## src/rtl/mcs_di_pkg.sv

```systemverilog
// Shared definitions for the MCS-to-DI bridge.
//   state_e     : bridge FSM states
//   ERR_STATUS  : status returned for an unsupported byte-enable pattern
//   TMO_STATUS  : status returned when a transaction times out
//   be_to_len() : MCS byte enable -> DI byte count (0 marks an illegal pattern)
package mcs_di_pkg;

    typedef enum logic [2:0] {
        ST_IDLE    = 3'd0,
        ST_WR_WAIT = 3'd1,
        ST_WR_ACK  = 3'd2,
        ST_RD_WAIT = 3'd3,
        ST_RD_CAP  = 3'd4,
        ST_DONE    = 3'd5
    } state_e;

    localparam logic [15:0] ERR_STATUS = 16'hFFFE;
    localparam logic [15:0] TMO_STATUS = 16'hFFFF;

    // Only contiguous low-aligned lane groups of 4, 2 or 1 bytes are legal.
    function automatic logic [2:0] be_to_len(input logic [3:0] be);
        logic [2:0] len;
        case (be)
            4'hF:    len = 3'd4;
            4'h3:    len = 3'd2;
            4'h1:    len = 3'd1;
            default: len = 3'd0;
        endcase
        return len;
    endfunction

endpackage

```

## src/rtl/mcs_di_beat_packer.sv

```systemverilog
// Beat-indexed pack/unpack mux between the 32-bit MCS word and DI beats.
//   beat_i    : current beat index (LSB beat is 0)
//   wdata_i   : latched 32-bit write word
//   rbuf_i    : read word assembled so far
//   rd_beat_i : DI read beat to merge into rbuf_i
//   wr_beat_o : write word slice for the current beat
//   rbuf_o    : rbuf_i with rd_beat_i placed into the current beat slice
module mcs_di_beat_packer
    import mcs_di_pkg::*;
#(
    parameter int DI_DATA_WIDTH = 32,
    parameter int BEATS_MAX     = 32 / DI_DATA_WIDTH
) (
    input  logic [1:0]               beat_i,
    input  logic [31:0]              wdata_i,
    input  logic [31:0]              rbuf_i,
    input  logic [DI_DATA_WIDTH-1:0] rd_beat_i,
    output logic [DI_DATA_WIDTH-1:0] wr_beat_o,
    output logic [31:0]              rbuf_o
);

    // AND-OR select of the write slice and in-place insert of the read slice.
    always_comb begin
        wr_beat_o = '0;
        rbuf_o    = rbuf_i;
        for (int b = 0; b < BEATS_MAX; b++) begin
            wr_beat_o = wr_beat_o |
                        ({DI_DATA_WIDTH{beat_i == b[1:0]}} & wdata_i[b*DI_DATA_WIDTH +: DI_DATA_WIDTH]);
            rbuf_o[b*DI_DATA_WIDTH +: DI_DATA_WIDTH] = (beat_i == b[1:0]) ? rd_beat_i
                                                     : rbuf_i[b*DI_DATA_WIDTH +: DI_DATA_WIDTH];
        end
    end

endmodule

```

## src/rtl/mcs_di_bridge.sv

```systemverilog
// Bridge from the MicroBlaze MCS IO bus to the DI terminal bus. Each 32-bit
// MCS access is split into 1, 2 or 4 DI beats of DI_DATA_WIDTH bits.
//   MCS side : IO_*_Strobe, IO_Address, IO_Byte_Enable, IO_Write_Data in;
//              IO_Read_Data, IO_Ready (1-cycle completion pulse) out
//   Control  : mcs_term_addr in; mcs_transfer_status, busy out
//   DI side  : di_term_addr, di_reg_addr, di_len, di_read_mode/req/read,
//              di_write_mode/write, di_reg_datai out; di_read_rdy,
//              di_write_rdy, di_reg_datao, di_timeout_count,
//              di_transfer_status in
module mcs_di_bridge #(
    parameter int          DI_DATA_WIDTH = 32,
    parameter int          BEATS_MAX     = 32 / DI_DATA_WIDTH,
    parameter logic [15:0] ERR_STATUS    = mcs_di_pkg::ERR_STATUS,
    parameter logic [15:0] TMO_STATUS    = mcs_di_pkg::TMO_STATUS
) (
    input  logic                     ifclk,
    input  logic                     resetb,
    input  logic                     IO_Addr_Strobe,
    input  logic                     IO_Read_Strobe,
    input  logic                     IO_Write_Strobe,
    input  logic [31:0]              IO_Address,
    input  logic [3:0]               IO_Byte_Enable,
    input  logic [31:0]              IO_Write_Data,
    output logic [31:0]              IO_Read_Data,
    output logic                     IO_Ready,
    input  logic [15:0]              mcs_term_addr,
    output logic [15:0]              mcs_transfer_status,
    output logic [15:0]              di_term_addr,
    output logic [31:0]              di_reg_addr,
    output logic [31:0]              di_len,
    output logic                     di_read_mode,
    output logic                     di_read_req,
    output logic                     di_read,
    input  logic                     di_read_rdy,
    input  logic [DI_DATA_WIDTH-1:0] di_reg_datao,
    input  logic [31:0]              di_timeout_count,
    output logic                     di_write,
    input  logic                     di_write_rdy,
    output logic                     di_write_mode,
    output logic [DI_DATA_WIDTH-1:0] di_reg_datai,
    input  logic [15:0]              di_transfer_status,
    output logic                     busy
);

    import mcs_di_pkg::*;

    state_e      state_q, state_d;
    logic [1:0]  beat_q, beat_d;
    logic [31:0] tmo_q, tmo_d;
    logic [2:0]  len_q, len_d;
    logic [31:0] addr_q, addr_d;
    logic [31:0] wdata_q, wdata_d;
    logic [31:0] rbuf_q, rbuf_d;
    logic [31:0] rdata_q, rdata_d;
    logic [15:0] status_q, status_d;
    logic [15:0] term_q;
    logic        rd_mode_q, rd_mode_d;
    logic        wr_mode_q, wr_mode_d;
    logic        rd_req_q, rd_req_d;
    logic        rd_pulse_q, rd_pulse_d;
    logic        wr_pulse_q, wr_pulse_d;

    logic [2:0]               len_s;
    logic [1:0]               last_beat_s;
    int                       nb_s;
    logic                     tmo_hit_s;
    logic [DI_DATA_WIDTH-1:0] wr_beat_s;
    logic [31:0]              rbuf_ins_s;
    logic                     unused_s;

    assign unused_s = ^{IO_Addr_Strobe, IO_Address[31:30], IO_Address[1:0]};
    assign len_s    = be_to_len(IO_Byte_Enable);

    // Counter already includes the strobe cycle; 33-bit compare avoids wrap.
    assign tmo_hit_s = (di_timeout_count != 32'd0) &&
                       (({1'b0, tmo_q} + 33'd1) >= {1'b0, di_timeout_count});

    // Index of the final beat: ceil(bytes*8/width) - 1, never below 0.
    always_comb begin
        nb_s        = (int'(len_q) * 32'sd8 + DI_DATA_WIDTH - 32'sd1) / DI_DATA_WIDTH;
        last_beat_s = (nb_s > 32'sd1) ? 2'(nb_s - 32'sd1) : 2'd0;
    end

    mcs_di_beat_packer #(
        .DI_DATA_WIDTH (DI_DATA_WIDTH),
        .BEATS_MAX     (BEATS_MAX)
    ) u_packer (
        .beat_i    (beat_q),
        .wdata_i   (wdata_q),
        .rbuf_i    (rbuf_q),
        .rd_beat_i (di_reg_datao),
        .wr_beat_o (wr_beat_s),
        .rbuf_o    (rbuf_ins_s)
    );

    // Next-state, beat sequencing, timeout and status selection.
    always_comb begin
        state_d    = state_q;
        beat_d     = beat_q;
        tmo_d      = tmo_q + 32'd1;
        len_d      = len_q;
        addr_d     = addr_q;
        wdata_d    = wdata_q;
        rbuf_d     = rbuf_q;
        rdata_d    = rdata_q;
        status_d   = status_q;
        rd_mode_d  = rd_mode_q;
        wr_mode_d  = wr_mode_q;
        rd_req_d   = 1'b0;
        rd_pulse_d = 1'b0;
        wr_pulse_d = 1'b0;
        case (state_q)
            ST_IDLE: begin
                tmo_d = 32'd0;
                if (IO_Write_Strobe || IO_Read_Strobe) begin
                    addr_d = {4'b0000, IO_Address[29:2]};
                    len_d  = len_s;
                    beat_d = 2'd0;
                    if (len_s == 3'd0) begin
                        status_d = ERR_STATUS;
                        state_d  = ST_DONE;
                    end else if (IO_Write_Strobe) begin
                        wdata_d   = IO_Write_Data;
                        wr_mode_d = 1'b1;
                        tmo_d     = 32'd1;
                        state_d   = ST_WR_WAIT;
                    end else begin
                        rbuf_d    = 32'd0;
                        rd_mode_d = 1'b1;
                        rd_req_d  = 1'b1;
                        tmo_d     = 32'd1;
                        state_d   = ST_RD_WAIT;
                    end
                end else begin
                    state_d = ST_IDLE;
                end
            end
            ST_WR_WAIT: begin
                if (tmo_hit_s) begin
                    status_d  = TMO_STATUS;
                    wr_mode_d = 1'b0;
                    rd_mode_d = 1'b0;
                    state_d   = ST_DONE;
                end else if (di_write_rdy) begin
                    wr_pulse_d = 1'b1;
                    state_d    = ST_WR_ACK;
                end else begin
                    state_d = ST_WR_WAIT;
                end
            end
            ST_WR_ACK: begin
                // The cycle carrying di_write itself never counts as the ack.
                if (tmo_hit_s) begin
                    status_d  = TMO_STATUS;
                    wr_mode_d = 1'b0;
                    rd_mode_d = 1'b0;
                    state_d   = ST_DONE;
                end else if (!wr_pulse_q && di_write_rdy) begin
                    if (beat_q == last_beat_s) begin
                        status_d  = di_transfer_status;
                        wr_mode_d = 1'b0;
                        rd_mode_d = 1'b0;
                        state_d   = ST_DONE;
                    end else begin
                        beat_d  = beat_q + 2'd1;
                        state_d = ST_WR_WAIT;
                    end
                end else begin
                    state_d = ST_WR_ACK;
                end
            end
            ST_RD_WAIT: begin
                if (tmo_hit_s) begin
                    status_d  = TMO_STATUS;
                    wr_mode_d = 1'b0;
                    rd_mode_d = 1'b0;
                    state_d   = ST_DONE;
                end else if (di_read_rdy) begin
                    rd_pulse_d = 1'b1;
                    state_d    = ST_RD_CAP;
                end else begin
                    state_d = ST_RD_WAIT;
                end
            end
            ST_RD_CAP: begin
                // Beat data is valid the cycle after the di_read pulse.
                if (tmo_hit_s) begin
                    status_d  = TMO_STATUS;
                    wr_mode_d = 1'b0;
                    rd_mode_d = 1'b0;
                    state_d   = ST_DONE;
                end else if (!rd_pulse_q) begin
                    rbuf_d = rbuf_ins_s;
                    if (beat_q == last_beat_s) begin
                        rdata_d   = rbuf_ins_s;
                        status_d  = di_transfer_status;
                        wr_mode_d = 1'b0;
                        rd_mode_d = 1'b0;
                        state_d   = ST_DONE;
                    end else begin
                        beat_d  = beat_q + 2'd1;
                        state_d = ST_RD_WAIT;
                    end
                end else begin
                    state_d = ST_RD_CAP;
                end
            end
            ST_DONE: begin
                tmo_d     = 32'd0;
                wr_mode_d = 1'b0;
                rd_mode_d = 1'b0;
                state_d   = ST_IDLE;
            end
            default: begin
                tmo_d     = 32'd0;
                wr_mode_d = 1'b0;
                rd_mode_d = 1'b0;
                state_d   = ST_IDLE;
            end
        endcase
    end

    // State and output registers.
    always_ff @(posedge ifclk or negedge resetb) begin
        if (!resetb) begin
            state_q    <= ST_IDLE;
            beat_q     <= 2'd0;
            tmo_q      <= 32'd0;
            len_q      <= 3'd0;
            addr_q     <= 32'd0;
            wdata_q    <= 32'd0;
            rbuf_q     <= 32'd0;
            rdata_q    <= 32'd0;
            status_q   <= 16'd0;
            term_q     <= 16'd0;
            rd_mode_q  <= 1'b0;
            wr_mode_q  <= 1'b0;
            rd_req_q   <= 1'b0;
            rd_pulse_q <= 1'b0;
            wr_pulse_q <= 1'b0;
        end else begin
            state_q    <= state_d;
            beat_q     <= beat_d;
            tmo_q      <= tmo_d;
            len_q      <= len_d;
            addr_q     <= addr_d;
            wdata_q    <= wdata_d;
            rbuf_q     <= rbuf_d;
            rdata_q    <= rdata_d;
            status_q   <= status_d;
            term_q     <= mcs_term_addr;
            rd_mode_q  <= rd_mode_d;
            wr_mode_q  <= wr_mode_d;
            rd_req_q   <= rd_req_d;
            rd_pulse_q <= rd_pulse_d;
            wr_pulse_q <= wr_pulse_d;
        end
    end

    assign IO_Read_Data        = rdata_q;
    assign IO_Ready            = (state_q == ST_DONE);
    assign mcs_transfer_status = status_q;
    assign di_term_addr        = term_q;
    assign di_reg_addr         = addr_q;
    assign di_len              = {29'd0, len_q};
    assign di_read_mode        = rd_mode_q;
    assign di_read_req         = rd_req_q;
    assign di_read             = rd_pulse_q;
    assign di_write            = wr_pulse_q;
    assign di_write_mode       = wr_mode_q;
    assign di_reg_datai        = wr_beat_s;
    assign busy                = (state_q != ST_IDLE);

endmodule
```

## config.mk

```make
export PLATFORM = sky130hd
export DESIGN_NAME = mcs_di_bridge
export DESIGN_NICKNAME = d
export VERILOG_FILES = /design/src/rtl/mcs_di_pkg.sv /design/src/rtl/mcs_di_beat_packer.sv /design/src/rtl/mcs_di_bridge.sv
export SDC_FILE = /design/constraint.sdc
export NUM_CORES = 1
export LEC_CHECK = 0
export ABC_AREA = 1
export BUFFER_PORTS_ARGS = -buffer_cell sky130_fd_sc_hd__buf_2
export CELL_PAD_IN_SITES_DETAIL_PLACEMENT = 1
export CELL_PAD_IN_SITES_GLOBAL_PLACEMENT = 2
export CORE_ASPECT_RATIO = 0.7
export CORE_MARGIN = 2
export CORE_UTILIZATION = 32
export CTS_BUF_LIST = sky130_fd_sc_hd__clkbuf_8
export CTS_CLUSTER_DIAMETER = 40
export DETAILED_ROUTE_END_ITERATION = 8
export PLACE_DENSITY_LB_ADDON = 0.1
export SYNTH_ARGS = -nofsm -noshare
export SYNTH_HDL_FRONTEND = slang
export SYNTH_SLANG_ARGS = --single-unit
```

## constraint.sdc

```tcl
create_clock -name ifclk -period 7.8 [get_ports ifclk]
set_input_delay 1.56 -clock ifclk [delete_from_list [all_inputs] [get_ports ifclk]]
set_output_delay 1.56 -clock ifclk [all_outputs]
set_load 0.03 [all_outputs]
```

# Yosys cells after proc, flatten, opt, wreduce, memory -nomap -nowiden
# Index checks and enable logic that the tools add are counted.
# totals
regBits,201
inputBits,171
wordCells,144
# classes
addsub,7
n_lt_le_gt_ge,2
n_eq_ne,21
n_mux,71
bitwise_logic,5
n_reduce_logical,23
# ops
cell,n
$mux 32,6
$mux 16,8
$pmux 32 s2,2
$pmux 16 s4,1
$add 32x1->33 const B,1
$ge 33x32->1,1
$mux 3,11
$add 32x1->32,1
$add 32x1->32 const B,1
$and 32x32->32,1
$gt 32x2->1 const B,1
$reduce_bool 32->1,1
$reduce_and 6->1,5
$mux 1,29
$mux 2,9
$ne 2x2->1 const B,9
$pmux 3 s5,1
$pmux 3 s3,1
$pmux 1 s4,2
$reduce_and 4->1,2
$sub 7x1->8 const B,1
$add 6x6->7 const B,1
$eq 3x2->1 const B,2
$eq 3x3->1 const B,2
24 further kinds,30

# Longest topological paths before layout
# depth
word_depth,12
depth_mapped,28
ltp_nobuf,27

# Cells and area by module
# A second synthesis with hierarchy kept.
# unflattened
cells_unflattened,1313
area_unflattened_um2,10664.0
# modules_own_cells
mod,instances,cells_each,area_per_inst_um2,seq_area_each_um2
mcs_di_bridge,1,1139,9933.3,5029.8
mcs_di_beat_packer,1,174,730.7,0.0

# Worst setup path before layout
# OpenSTA, ideal clock, no wires.
# synth_timing
kind,register to output
startpoint,reg beat_q[0]
endpoint,out di_reg_datai[10]
t_arrival_ps,1751
required_time_ps,6240
slack_ps,4489
path_stages_with_launch,8
n_path_buf,3
cell_sequence,dfrtp_1 -> inv_1 -> ha_1 -> buf_2 -> buf_1 -> clkbuf_1 -> nand2_1 -> inv_1
# synth_via
elab_chain_cells,2
# synth_lines
element,line_no,rtl
"start, declared",mcs_di_bridge.sv:48,"logic [1:0] beat_q, beat_d;"
"start signal, assigned",mcs_di_bridge.sv:243,beat_q <= beat_d;
$logic_not 2->1,mcs_di_beat_packer.sv:28,({DI_DATA_WIDTH{beat_i == b[1:0]}} & wdata_i[b*DI_DATA_WIDTH +: DI_DATA_WIDTH]);
$and 32x32->32,mcs_di_beat_packer.sv:28,
"end, declared",mcs_di_bridge.sv:40,"output logic [DI_DATA_WIDTH-1:0] di_reg_datai,"
# Every way passes these cells.

# Final worst setup path
# layout_timing
startpoint,reg tmo_q[0]
endpoint,"reg status_q[14], in the netlist mcs_transfer_status[14]"
# layout_via
elab_chain_cells,5
word_cells_on_any_way,10
cone_classes,add/sub: 1; order compare: 1; eq/ne: 3; mux: 3; reduce/logical: 2
# layout_lines
element,line_no,rtl
"start, declared",mcs_di_bridge.sv:49,"logic [31:0] tmo_q, tmo_d;"
"start signal, assigned",mcs_di_bridge.sv:244,tmo_q <= tmo_d;
$add 32x1->33 *,mcs_di_bridge.sv:76,"(({1'b0, tmo_q} + 33'd1) >= {1'b0, di_timeout_count});"
$ge 33x32->1 *,mcs_di_bridge.sv:76,
$logic_and 1x1->1 *,mcs_di_bridge.sv:75,assign tmo_hit_s = (di_timeout_count != 32'd0) &&
"$ne 3x3->1 (no line), or another cell as far along",-,
$reduce_and 6->1 (no line) / $pmux 16 s4 (equally long branches),-,
"end signal, assigned",mcs_di_bridge.sv:250,status_q <= status_d;
"end, declared",mcs_di_bridge.sv:55,"logic [15:0] status_q, status_d;"
# Mark *: on every way between the ends. The rest lies on a longest branch, timed or not.
# A chain may end at the register's enable or synchronous reset.

==> impl_metrics.ini <==
[status]
status = finished, final reports clean

[synthesis]
async_flop_share_pct = 100
ys_ff_latch = 201
netlist_instances = 1208
synth_edf_count = 0
synth.distinct_cells = 44
synth_ff_type = dfrtp_1
netlist_area_mm2 = 0.0104
syn_avg_cell_area_um2 = 8.59
yosysMostFrequentCell = nand2_1
yosys_warnings = 0
synth.area.top_cells = dfrtp_1 (48%), nand2_1 (12%), inv_1 (5.6%), ha_1 (4.1%), mux2_2 (3.5%)
yosys-top-cells-count = nand2_1 (325), dfrtp_1 (201), inv_1 (155)
yosysSeqAreaShare_pct = 48.4
synth_top_cell_by_area = dfrtp_1
yosys.area.top_type_share_pct = 48.4

[timing]
fmax_ghz = 0.191
fin_crit_sh_pct = 67.1
finalMaxSlewViolations = 0
period_needed_ps = 5230
fin_ws_ps = 2570
tightest_slew_ps = 1090
slew_headroom_pct = 27.2
clock_skew_ps = 18.6
hold_viol_final = 0
rsz0062_at_grt = false
setup_viol = 0
setup_tns_ps = 0

[floorplan]
io_pins = 338
die_x_um = 219
core-area_mm2 = 0.0321
dieArea_mm2 = 0.0339
die_height_um = 155
initial_core_util_pct = 32.3
fp-row-count = 55

[routing]
postRouteAntennaNets = 0
routed_wirelength_um = 32000
drc = 0
drt_iter0_drc = 464
num_vias = 8758
vias_per_cell = 4.46
wl_per_cell_um = 16.3
dr.pass1.iters = 4

[min_path]
hold_path.class = register to register
hold_depth = 2

[cts]
cts_buffers = 40
post_cts_resized = 0
cts-root-buf = clkbuf_8
clock_latency_ps = 550
cts_sinks = 201
post_cts_buffers = 0
clk_path_buf_depth = 3
htreeDepth = 2
ctsHoldBuffers = 0
cts_tree = built
clk_pin_slew_ps = 60

[setup_path]
r2r_end = mcs_transfer_status[14]
cp.required_ps = 8220
critPathSlowestCell = nand3_1
reg2reg_slack_ps = 2570
critPathBufInv = 1
critPathMaxFanout = 31
cpLargestDelayFamily = simple AND/OR/NAND/NOR gates
path_cells = nand3_1 -> nor3_2 -> nand3_1 -> nor2_2 -> nand2_1 -> nor2_1 -> nand2_1 -> nor2_1 -> xor2_1 -> inv_1 -> ha_1 -> nand2_1 -> nor3_1 -> nand3_1 -> nor2_1 -> nand2_1 -> nand3_2 -> nand2_4 -> nand3_1 -> nand3_2 -> nand2_1 -> nand2_1
path_common_cell = nand2_1
crit_start = tmo_q[0]
critPathKind = register to register
arrival_ps = 5650
worstSetupEndpoint = mcs_transfer_status[14]
start_kind = register
ff2ff_path_depth = 22
cpPeakStageDelay_ps = 770
cp_num_cells = 22
cp-end-kind = register
rr_startpoint = tmo_q[0]

[pwr]
p_clk_share_pct = 21.6
seqPwrFrac_pct = 33.0
peakVddDrop_v = 0.000181
power_density_mw_per_mm2 = 377
swShare_pct = 45.7
combPwrFrac_pct = 45.3
power.total_w = 0.00487
p_leak_nw = 7.38
p_int_w = 0.00265
p_switching_w = 0.00222

[grt]
grt_pass1_vias = 9327
grt.total_usage_pct = 19.2
grt_max_degree = 90
gr-total-overflow = 0
antenna_found_initial = 2
grt_pass1_wl_um = 51000

[run]
maxCapViolCount = 0

[cells_and_area]
layout-drive-gt1-share_pct = 29.0
synthToLayoutAreaGrowth_pct = 24.3
layout.nets = 1718

[placement]
dpl.hpwl_um = 23500
place_worst_setup_slack_ps = 2470
gp_congestion = 0.763
portBuffers = 299
==> sequential cells by signal, indices dropped and copies added (netlist names), 3 cells and up <==
name,flops
tmo_q,32
rbuf_q,32
state_q,3
di_term_addr,16
mcs_transfer_status,16
di_reg_addr,28
wdata_q,32
len_q,3
IO_Read_Data,32
==> layer usage <==
layer	track usage (%)	up-vias	share of wire [%]	wire length, µm
met4	4.54	2	1.4	457
met5	0	-	0.041	13
met1	27.2	4133	50	15900
li1	-	4351	-	-
met3	6.27	39	7.6	2440
met2	28.2	233	41	13200
==> power by group through the flow <==
stage | clock network [W] | logic [W] | registers [W]
after floorplan | 0 | 0.00120 | 0.00198
after global placement | 0 | 0.00222 | 0.00161
after detailed placement | 0 | 0.00225 | 0.00162
after CTS | 0.00110 | 0.00226 | 0.00161
after global routing | 0.00115 | 0.00246 | 0.00166
final | 0.00105 | 0.00221 | 0.00161
==> worst register-to-register path, delay by kind of cell (launching register included) <==
kind / cells / cell delay [ps]
buffers and inverters: 1 / 70
AND/OR/NAND/NOR: 19 / 4120
adder cells (fa/ha/maj): 1 / 270
XOR/XNOR: 1 / 210
flip-flops: 1 / 410
==> cell families (layout without fill, tap and decap cells) <==
kind of cell	Yosys count	in the layout	share of synthesized area [%]
flip-flops	201	201	48.4
AO/OA/AOI/OAI	100	100	5.23
other	1	34	0.0361
buffers and inverters	235	531	10.1
XOR/XNOR	24	24	2.02
AND/OR/NAND/NOR	549	549	23.5
multiplexers	64	64	6.56
adder cells (fa/ha/maj)	34	34	4.10
==> cells in the final DEF (no fill, tap or decap), types with 3 or more instances in the layout <==
cell | netlist | layout
a21oi_1 | 17 | 17
or2_2 | 32 | 32
o21ai_1 | 32 | 32
mux2_2 | 32 | 32
nor2_1 | 73 | 72
inv_1 | 155 | 169
buf_2 | 14 | 298
nand2_2 | 3 | 3
nand2_1 | 325 | 325
clkbuf_8 | 0 | 46
nor2_2 | 4 | 5
buf_4 | 36 | 7
xor2_1 | 24 | 24
mux2i_1 | 32 | 32
conb_1 | 1 | 33
nand3b_1 | 15 | 15
ha_1 | 34 | 33
inv_2 | 4 | 4
nand4_1 | 20 | 20
nor3_1 | 18 | 18
o21ai_0 | 41 | 41
nand3_2 | 3 | 3
dfrtp_1 | 201 | 201
nand3_1 | 42 | 42
nor4_1 | 4 | 4
==> area by class of cell <==
class                           instances  area [µm²]
Antenna cell                            1        2.50
Clock buffer                           45         619
Clock inverter                         20         138
Fill cell                            3900       19200
Inverter                              160         601
Multi-Input combinational cell        804        4430
Sequential cell                       201        5030
Tap cell                              427         534
Timing Repair Buffer                  306        1560
==> metrics by stage <==
step	cell area [µm²]	hold WS, ps	utilization (%)	instances
floorplan	10500	452	-	1240
global placement	12100	449	37.8	1898
detailed placement	12100	454	37.8	1898
CTS	12900	468	40.2	1963
global route	12900	494	40.2	1964
finish	12900	464	40.2	1964
==> how the worst min path moves through the flow <==
stage | end | slack [ps] | from
2_1_floorplan | rbuf_q[0] | 450 | rbuf_q[0]
3_3_place_gp | di_reg_addr[12] | 450 | di_reg_addr[12]
3_5_place_dp | mcs_transfer_status[15] | 450 | mcs_transfer_status[15]
4_1_cts | mcs_transfer_status[15] | 470 | mcs_transfer_status[15]
5_1_grt | mcs_transfer_status[12] | 490 | mcs_transfer_status[12]
6_report | mcs_transfer_status[15] | 460 | mcs_transfer_status[15]
No activity file was read; power rests on OpenSTA's default activity.
